===== config.mk =====
export PLATFORM = sky130hd
export DESIGN_NAME = alu_serial_ctrl
export DESIGN_NICKNAME = d
export VERILOG_FILES = /design/src/rtl/alu_serial_ctrl.sv
export SDC_FILE = /design/constraint.sdc
export NUM_CORES = 1
export LEC_CHECK = 0
export ABC_AREA = 1
export ABC_CLOCK_PERIOD_IN_PS = 4400
export CAP_MARGIN = 40
export CORE_UTILIZATION = 40
export CTS_CLUSTER_SIZE = 12
export DETAILED_ROUTE_END_ITERATION = 10
export PLACE_DENSITY = 0.61
export SYNTH_ARGS = -nofsm -noshare
export SYNTH_HDL_FRONTEND = slang
export SYNTH_SLANG_ARGS = --single-unit
export TNS_END_PERCENT = 20

===== constraint.sdc =====
create_clock -name clk_i -period 4.4 [get_ports clk_i]
set_input_delay 0.44 -clock clk_i [delete_from_list [all_inputs] [get_ports clk_i]]
set_output_delay 0.44 -clock clk_i [all_outputs]
set_load 0.005 [all_outputs]

===== src/rtl/alu_serial_ctrl.sv =====
// Bit-serial ALU sequencer: runs a W-bit operation through one external 1-bit ALU slice,
// LSB first, then presents the result with zero, carry-out and overflow flags.
module alu_serial_ctrl #(
    parameter int W = 32
) (
    input  logic         clk_i,
    input  logic         rst_i,
    input  logic         start_i,
    input  logic [W-1:0] src1_i,
    input  logic [W-1:0] src2_i,
    input  logic [3:0]   ALU_control_i,
    output logic         busy_o,
    output logic         done_o,
    output logic [W-1:0] result_o,
    output logic         zero_o,
    output logic         cout_o,
    output logic         overflow_o,
    output logic         slice_a_o,
    output logic         slice_b_o,
    output logic         slice_less_o,
    output logic         slice_ainv_o,
    output logic         slice_binv_o,
    output logic         slice_cin_o,
    output logic [1:0]   slice_op_o,
    input  logic         slice_result_i,
    input  logic         slice_cout_i
);

    // state | meaning
    // IDLE  | waiting for start_i
    // RUN   | one slice bit per cycle, idx 0..W-1
    // DONE  | one-cycle done_o pulse; start_i here chains the next op
    typedef enum logic [1:0] {IDLE, RUN, DONE} state_t;

    localparam int IW = $clog2(W);

    localparam logic [3:0] CTL_AND = 4'b0000;
    localparam logic [3:0] CTL_OR  = 4'b0001;
    localparam logic [3:0] CTL_ADD = 4'b0010;
    localparam logic [3:0] CTL_SUB = 4'b0110;
    localparam logic [3:0] CTL_SLT = 4'b0111;
    localparam logic [3:0] CTL_NOR = 4'b1100;

    state_t         state_q;
    logic [W-1:0]   a_q;
    logic [W-1:0]   b_q;
    logic [W-2:0]   bits_q;
    logic [3:0]     ctrl_q;
    logic [IW-1:0]  idx_q;
    logic           carry_q;

    logic           dec_ainv;
    logic           dec_binv;
    logic [1:0]     dec_op;
    logic           run;
    logic           last;
    logic [W-1:0]   sum_full;
    logic           ovf_fin;
    logic [W-1:0]   fin_result;
    logic           fin_cout;
    logic           fin_ovf;

    always_comb begin
        dec_ainv = 1'b0;
        dec_binv = 1'b0;
        dec_op   = 2'b00;
        case (ctrl_q)
            CTL_AND: dec_op = 2'b00;
            CTL_OR:  dec_op = 2'b01;
            CTL_ADD: dec_op = 2'b10;
            CTL_SUB, CTL_SLT: begin
                dec_binv = 1'b1;
                dec_op   = 2'b10;
            end
            CTL_NOR: begin
                dec_ainv = 1'b1;
                dec_binv = 1'b1;
            end
            default: dec_op = 2'b00;
        endcase
    end

    assign run  = (state_q == RUN);
    assign last = (idx_q == IW'(W - 1));

    assign slice_a_o    = run & a_q[idx_q];
    assign slice_b_o    = run & b_q[idx_q];
    assign slice_less_o = 1'b0;
    assign slice_ainv_o = run & dec_ainv;
    assign slice_binv_o = run & dec_binv;
    assign slice_cin_o  = run & ((idx_q == '0) ? dec_binv : carry_q);
    assign slice_op_o   = run ? dec_op : 2'b00;

    // Final values are formed from the MSB slice outputs in the last RUN cycle,
    // so the MSB carry-in never needs its own register.
    assign sum_full = {slice_result_i, bits_q};
    assign ovf_fin  = slice_cin_o ^ slice_cout_i;

    always_comb begin
        fin_result = '0;
        fin_cout   = 1'b0;
        fin_ovf    = 1'b0;
        case (ctrl_q)
            CTL_ADD, CTL_SUB: begin
                fin_result = sum_full;
                fin_cout   = slice_cout_i;
                fin_ovf    = ovf_fin;
            end
            CTL_SLT: fin_result = {{(W-1){1'b0}}, sum_full[W-1] ^ ovf_fin};
            CTL_AND, CTL_OR, CTL_NOR: fin_result = sum_full;
            default: fin_result = '0;
        endcase
    end

    always_ff @(posedge clk_i) begin
        if (rst_i) begin
            state_q    <= IDLE;
            a_q        <= '0;
            b_q        <= '0;
            bits_q     <= '0;
            ctrl_q     <= '0;
            idx_q      <= '0;
            carry_q    <= 1'b0;
            busy_o     <= 1'b0;
            done_o     <= 1'b0;
            result_o   <= '0;
            zero_o     <= 1'b1;
            cout_o     <= 1'b0;
            overflow_o <= 1'b0;
        end else begin
            case (state_q)
                IDLE, DONE: begin
                    done_o <= 1'b0;
                    if (start_i) begin
                        a_q     <= src1_i;
                        b_q     <= src2_i;
                        ctrl_q  <= ALU_control_i;
                        idx_q   <= '0;
                        carry_q <= 1'b0;
                        busy_o  <= 1'b1;
                        state_q <= RUN;
                    end else begin
                        state_q <= IDLE;
                    end
                end
                RUN: begin
                    carry_q <= slice_cout_i;
                    if (last) begin
                        busy_o     <= 1'b0;
                        done_o     <= 1'b1;
                        result_o   <= fin_result;
                        zero_o     <= (fin_result == '0);
                        cout_o     <= fin_cout;
                        overflow_o <= fin_ovf;
                        state_q    <= DONE;
                    end else begin
                        bits_q[idx_q] <= slice_result_i;
                        idx_q         <= idx_q + IW'(1);
                    end
                end
                default: state_q <= IDLE;
            endcase
        end
    end

endmodule

==> results.md, run 1 <==
* Top post-synthesis cells by count: nor2_1, o21ai_0, dfxtp_1, a21oi_1, nand2_1
* DRT iter0 DRCs at 397
* Total wire length at about 16 mm
* CTS tree: built
* Cell row count at 45
* Drt pass-1 iters at 5
* Worst path bufs/invs at 2
* Worst skew pair latency at around 0.42 ns
* Placer Congestion at about 0.8
* Biggest area consumer among synthesized cells: dfxtp_1
* Post-CTS Resized at 0
* Worst-path cell chain: inv_1, nor2_1, o21ai_0, o21ai_0, nand2_1, nand4_1, nor2_1, a31oi_1, clkdlybuf4s50_1
* Routed vias/inst at about 5.3
* Diode count at 0
* CP peak stage delay at 0.77 ns
* Skew final at between 0.004 and 0.005 ns
* WP data required at about 4.0 ns
* First-pass GRT wire length at 25.7 mm
* Area share of the largest cell type after synthesis at between 40% and 50%
* Syn. warnings at 0
* Placeable Area at approximately 15000 um^2
* H-Tree Depth at 4
* Slew at the pin closest to its max-slew limit at slightly above 0.8 ns
* Postcts setup bufs at 0
* Pwr per Cell Area at between 400 and 500 nW/um^2
* DR vias at 5798
* Largest net degree at the start of global routing at 76
* Maxcap violations at 0
* Initial antenna violation count at 0
* Number of buffers added on ports at around 120
* Clock buffer count from CTS at 17
* Top_reg_cell synth: dfxtp_1
* Crit-path slowest cell: dfxtp_1
* Synth top area cells: dfxtp_1, nor2_1, o21ai_0, a21oi_1, a311oi_1
* Critical Path End Type: output pin
* TNS Setup at 0 ns
* Die Span X at around 130 um
* RSZ-0062 raised after global routing: false
* Final setup vio count at 0
* Post-CTS Hold Fix Bufs at 0
* Max rail drop VDD at about 270 uV
* Synth async-reset ratio at 0%
* CP delay by family, top: buffers and inverters
* Mapped Nets at between 800 and 900
* Post-synth EDFFs at 0
* Share of cells above drive strength 1 at just under 8%
* Fill count at 1431
* Die height at about 130 um
* Wire per inst at 14.2 um
* #FFs+latches synth at 144
* Crit start category: flip-flop
* Clock slew at reported path FFs at about 0.060 ns
* Crit path time final at about 3.5 ns
* Status: finished clean
* Clock sink count at 144
* Grt ovf at 0
* Slew margin rel. at about 45%
* Sequential cell area fraction in the yosys report at 46.2%
* Leakage at 3.15 nW
* Initial Utilization at 41.0%
* Hpwl dp at between 10 and 15 mm
* DR DRC count at 0
* Most frequent cell after synthesis: nor2_1
* Ports at 118
* Die ar. at ~16000 um^2
* Max Clk Rate at 0.289 GHz
* Min-delay worst type: reg -> reg
* Endpoints failing hold at 0
* Final Max Slew Viols at 0
* Clock root buffer: clkbuf_16
* Post-DP Area at 7410 um^2
* Distinct cells, synth at 39
* Post-Syn Area at 6230 um^2
* Maximum clock path buffer count at 2
* Maximum fanout along the worst path at 21
* Hold WS at 0.462 ns
* Tcrit/Tclk final at about 79%
* Final ANT Viol Nets at 0
* Layout Nets at approximately 1000
* Final instance area at ~8100 um^2
* Kind of critical path: reg -> out
* Area growth from synthesis to layout at 29.3%
* Vias in the first global route at ~5400
* Syn Area/Cell at between 7 and 8 um^2
* Syn Inst Count at 816
* Gr usage total at between 10% and 20%
* Crit path arrival time at roughly 3.0 ns
[worst paths after layout]
| check | depth (start not counted) | slack [ns] | from | end |
|---|---|---|---|---|
| setup / recovery | 9 | 0.94 | idx_q[1]$_SDFFE_PP0P_ | slice_b_o |
| hold / removal | 2 | 0.46 | state_q[0]$_SDFFE_PP0N_ | done_o$_SDFFE_PP0P_ |
| setup reg to reg | 10 | 1.52 | idx_q[1]$_SDFFE_PP0P_ | overflow_o$_SDFFE_PP0P_ |
| hold reg to reg | 2 | 0.46 | state_q[0]$_SDFFE_PP0N_ | done_o$_SDFFE_PP0P_ |
[state kept, by name, summed over array words and instances (netlist names)]
signal      flops
done_o          1
zero_o          1
cout_o          1
state_q         2
overflow_o      1
b_q            32
idx_q           5
a_q            32
ctrl_q          4
carry_q         1
busy_o          1
result_o       32
bits_q         31
[routing by layer]
layer	routed length (um)	vias to the layer above	share of wire (%)	GRT usage, %
met2	7310	158	47	33.8
met3	718	19	4.6	4.93
met1	7320	2673	47	24.7
li1	-	2948	-	-
met5	0	-	0	0
met4	233	0	1.5	6.65
[worst register-to-register path, cell delays in order, from the launching register on]
cell	delay, ns
dfxtp_1	0.77
ha_1	0.33
nand2_1	0.09
nor2_1	0.11
ha_1	0.26
nor2_8	0.11
nor2_8	0.35
inv_2	0.36
nor2_1	0.22
nand3_1	0.09
a21oi_1	0.11
[layout by cell type (no fill, tap or decap), types with 2 or more instances in the layout]
cell type and count:
nand2_4 2, clkinv_2 4, a21oi_1 78, nand3_1 13
nor3_2 6, clkdlybuf4s50_1 116, nand4_1 2, nor2_8 3
clkinv_4 4, nor2_1 212, a311oi_2 4, inv_1 19
bufinv_16 4, nor3_1 2, nand2_2 3, clkbuf_16 17
buf_4 3, dfxtp_1 144, ha_1 5, o22ai_1 13
a21oi_2 2, buf_12 2, clkbuf_8 5, buf_8 2
a311oi_1 27, a211oi_1 2, nand2_1 45, a22o_1 3
o21ai_1 3, inv_2 5, o21ai_0 148
[cell families after synthesis]
| kind of cell | after synthesis | share of synthesized area, % |
|---|---|---|
| AO/OA/AOI/OAI | 283 | 25.7 |
| adder cells (fa/ha/maj) | 5 | 1.00 |
| buffers and inverters | 92 | 7.10 |
| flip-flops | 144 | 46.2 |
| other | 1 | 0.0601 |
| AND/OR/NAND/NOR | 291 | 19.9 |
[layout make-up]
cell class                 count  area, um^2  share of cell area, %
clock buffer                  23         498                   6.18
clock inverter                 9         153                   1.89
inverter                      29         125                   1.55
multi-input combinational    580        2910                   36.1
sequential                   144        2880                   35.8
tap                          188         235                   2.92
timing repair buffer         123        1250                   15.6
[stage by stage]
| stage | util (%) | setup WS, ns | power [mW] | instances |
|---|---|---|---|---|
| after floorplan | - | 2.55 | 1.77 | 816 |
| after global placement | 48.3 | 1.41 | 1.95 | 1060 |
| after detailed placement | 48.7 | 1.38 | 1.97 | 1064 |
| after CTS | 53.0 | 0.914 | 3.53 | 1096 |
| after global routing | 53.0 | 0.737 | 3.66 | 1096 |
| final | 53.0 | 0.935 | 3.50 | 1096 |
[report_power, final]
part / switching (mW) / total [mW] / internal [mW]
sequential: 0.0494 / 1.44 / 1.39
clock: 0.537 / 1.56 / 1.02
combinational: 0.274 / 0.496 / 0.222
Power figures use the tool's default switching activity.
==> run 2, diff against run 1 <==
--- a/config.mk
+++ b/config.mk
@@ -6,12 +6,12 @@
 export NUM_CORES = 1
 export LEC_CHECK = 0
 export ABC_AREA = 1
-export ABC_CLOCK_PERIOD_IN_PS = 4400
+export ABC_CLOCK_PERIOD_IN_PS = 2900
 export CAP_MARGIN = 40
 export CORE_UTILIZATION = 40
 export CTS_CLUSTER_SIZE = 12
 export DETAILED_ROUTE_END_ITERATION = 10
-export PLACE_DENSITY = 0.61
+export PLACE_DENSITY = 0.63
 export SYNTH_ARGS = -nofsm -noshare
 export SYNTH_HDL_FRONTEND = slang
 export SYNTH_SLANG_ARGS = --single-unit
==> constraint.sdc (replaced) <==
create_clock -name clk_i -period 2.9 [get_ports clk_i]
set_input_delay 0.29 -clock clk_i [delete_from_list [all_inputs] [get_ports clk_i]]
set_output_delay 0.29 -clock clk_i [all_outputs]
set_load 0.005 [all_outputs]
==> run 2 against run 1 <==
Effect of this change:
- register-to-register slack worse by 1.0 ns
- non-clock buffer count grew 13
- die area did not move
- first-iteration DRC count fell by 2.0%
==> results.md, run 2 (synthesis gave the netlist of run 1 again) <==
* Endpoints failing hold at 0 (unchanged)
* Crit path arrival time at 2.50 ns (-0.52 ns)
* Total Power at 5.12 mW (+46%)
* Routed vias/inst at 5.16 (-2.5%)
* Final setup vio count at 0 (unchanged)
* Pwr per Cell Area at 633 nW/um^2 (+46%)
* Switching Fraction at 25.9% (+1.3 points)
* CP peak stage delay at 0.56 ns (-0.21 ns)
* Layout Nets at 986 (+1.3%)
* Crit. Startpoint: idx_q[2]$_SDFFE_PP0P_
* Maximum clock path buffer count at 2 (unchanged)
* Clock root buffer: clkbuf_16
* Min-delay worst type: reg -> reg
* Die ar. at 16100 um^2 (unchanged)
* Post-DP Area at 7470 um^2 (+0.84%)
* WP data required at 2.61 ns (-1.35 ns)
* CTS tree: built
* Crit start category: flip-flop
* Grt ovf at 0 (unchanged)
* Critical Path End Type: output pin
* R2R Path End: zero_o$_SDFFE_PP1P_
* Final Max Slew Viols at 0 (unchanged)
* Crit-path slowest cell: clkdlybuf4s50_1
* Max rail drop VDD at 450 uV (+67%)
* Clock sink count at 144 (unchanged)
* Diode count at 0 (unchanged)
* DR vias at 5720 (-1.3%)
* Maxcap violations at 0 (unchanged)
* Number of buffers added on ports at 116 (unchanged)
* Sw power at 1.33 mW (+54%)
* First-pass GRT wire length at 26.1 mm (+1.8%)
* Most frequent cells in the layout: nor2_1, o21ai_0, dfxtp_1
* Cell count of the worst hold path at 2 (unchanged)
* Worst path bufs/invs at 2 (unchanged)
* Placer Congestion at 0.786 (-1.5%)
* Ports at 118 (unchanged)
* Tcrit/Tclk final at between 90% and 100%
* Hpwl dp at 10.5 mm (+0.45%)
* Setup WS pre-CTS at 0.460 ns (-0.924 ns)
* Final instance area at 8090 um^2 (+0.33%)
* Die Span X at 127 um (unchanged)
* Reg-to-reg startpoint: idx_q[0]$_SDFFE_PP0P_
* Maximum fanout along the worst path at 7 (-67%)
* Slew margin rel. at 48.0% (+3.4 points)
* DRT iter0 DRCs at 389 (-2.0%)
* Gr usage total at 20.5% (+0.50 points)
* Worst path depth at 6 (-3)
* Leakage at 3.16 nW (+0.28%)
* Final ANT Viol Nets at 0 (unchanged)
* Die height at 127 um (unchanged)
* Internal Power at 3.79 mW (+44%)
* Skew final at 0.00468 ns (+0.0000323 ns)
* Status: finished clean
* R2R Setup Slk at 0.48 ns (-1.04 ns)
* Hold Startpoint: busy_o$_SDFFE_PP0P_
* Slew at the pin closest to its max-slew limit at 0.777 ns (-0.0493 ns)
* Total wire length at 15.6 mm (-0.13%)
* Worst-path cell chain: inv_2, nor3_2, a22o_1, nor2_1, a21oi_1, clkdlybuf4s50_1
* Crit path time final at approximately 2.8 ns
* TNS Setup at 0 ns (unchanged)
* Sequential share of power at 42.8% (+1.6 points)
* RSZ-0062 raised after global routing: true
* Slack of the critical path at 0.112 ns (-0.824 ns)
* CP delay by family, top: buffers and inverters
* Max Clk Rate at around 0.36 GHz
* Largest registers: a_q (32), b_q (32), result_o (32)
* Wire per inst at 14.0 um (-1.3%)
* Cell row count at 45 (unchanged)
* Clock power share at 42.3% (-2.3 points)
* DR DRC count at 0 (unchanged)
* Clock slew at reported path FFs at 0.06 ns (about the same)
* Reg2reg path depth at 14 (+4)
* Share of cells above drive strength 1 at 9.23% (+1.5 points)
* Area growth from synthesis to layout at 29.7%
* Commonest non-fill, non-tap cell in the layout: nor2_1
* H-Tree Depth at 4 (unchanged)
* Vias in the first global route at 5392 (+0.60%)
* Initial Utilization at 41.0% (unchanged)
* Comb power frac at 14.9% (+0.7 points)
* Initial antenna violation count at 0 (unchanged)
* Placeable Area at 15200 um^2 (unchanged)
* Non-Filler Instances at 1109 (+1.2%)
* Placed cells at 1076 (+1.1%)
* Clock buffer count from CTS at 17 (unchanged)
* Largest net degree at the start of global routing at 76 (unchanged)
* Kind of critical path: reg -> out
* Drt pass-1 iters at 5 (unchanged)
* Worst setup path end: slice_a_o
* Worst skew pair latency at 0.42 ns (about the same)
-- run 2: cell count changes in the layout (fill, tap and decap cells not counted) --
cell	change
buf_12	-1
clkinv_4	-1
buf_6	+1
bufinv_16	-2
clkbuf_8	-2
buf_4	+15
inv_1	-1
buf_8	-2
inv_6	+1
clkinvlp_4	+7
clkinv_2	-1
clkbuf_1	-1
-- run 2: repair_timing --
item	in CTS	in global routing
setup endpoints to repair	0	3
gates resized for setup	0	2
setup buffers	0	1
hold buffers	0	0
-- run 2: worst min-delay path by stage --
stage                                      to  slack, ns
final                     busy_o$_SDFFE_PP0P_       0.47
after global routing      done_o$_SDFFE_PP0P_       0.49
after CTS                 done_o$_SDFFE_PP0P_       0.47
after detailed placement  done_o$_SDFFE_PP0P_       0.46
after global placement    busy_o$_SDFFE_PP0P_       0.46
after floorplan           cout_o$_SDFFE_PP0P_       0.43
-- run 2: power groups by stage --
stage                     sequential (mW)  combinational, mW  clock, mW
after floorplan                      2.22              0.475          0
after global placement               2.23              0.756          0
after detailed placement             2.23              0.764          0
after CTS                            2.19              0.767       2.20
after global routing                 2.21              0.865       2.29
final                                2.19              0.764       2.17
-- run 2: routing by layer --
layer	global-route usage [%]	part of all wire, %	vias up
met5	0	0	-
met2	32.7	46	137
met4	7.98	1.5	0
li1	-	-	2978
met3	5.02	4.2	20
met1	26.6	48	2585
-- run 2: worst min-delay path, stage by stage, from the launching register on --
cell and delay, ns:
dfxtp_1 0.31, nand2_1 0.06, a21oi_1 0.05
-- run 2: layout make-up --
| class | count | area (um^2) |
|---|---|---|
| Clock buffer | 20 | 467 |
| Clock inverter | 12 | 133 |
| Fill cell | 1496 | 7120 |
| Inverter | 29 | 129 |
| Multi-Input combinational cell | 580 | 2910 |
| Sequential cell | 144 | 2880 |
| Tap cell | 188 | 235 |
| Timing Repair Buffer | 136 | 1330 |
-- run 2: stage by stage --
step	utilization (%)	hold WS [ns]
after floorplan	-	0.433
after global placement	49.1	0.456
after detailed placement	49.1	0.459
after CTS	53.1	0.469
after global routing	53.2	0.495
final	53.2	0.466
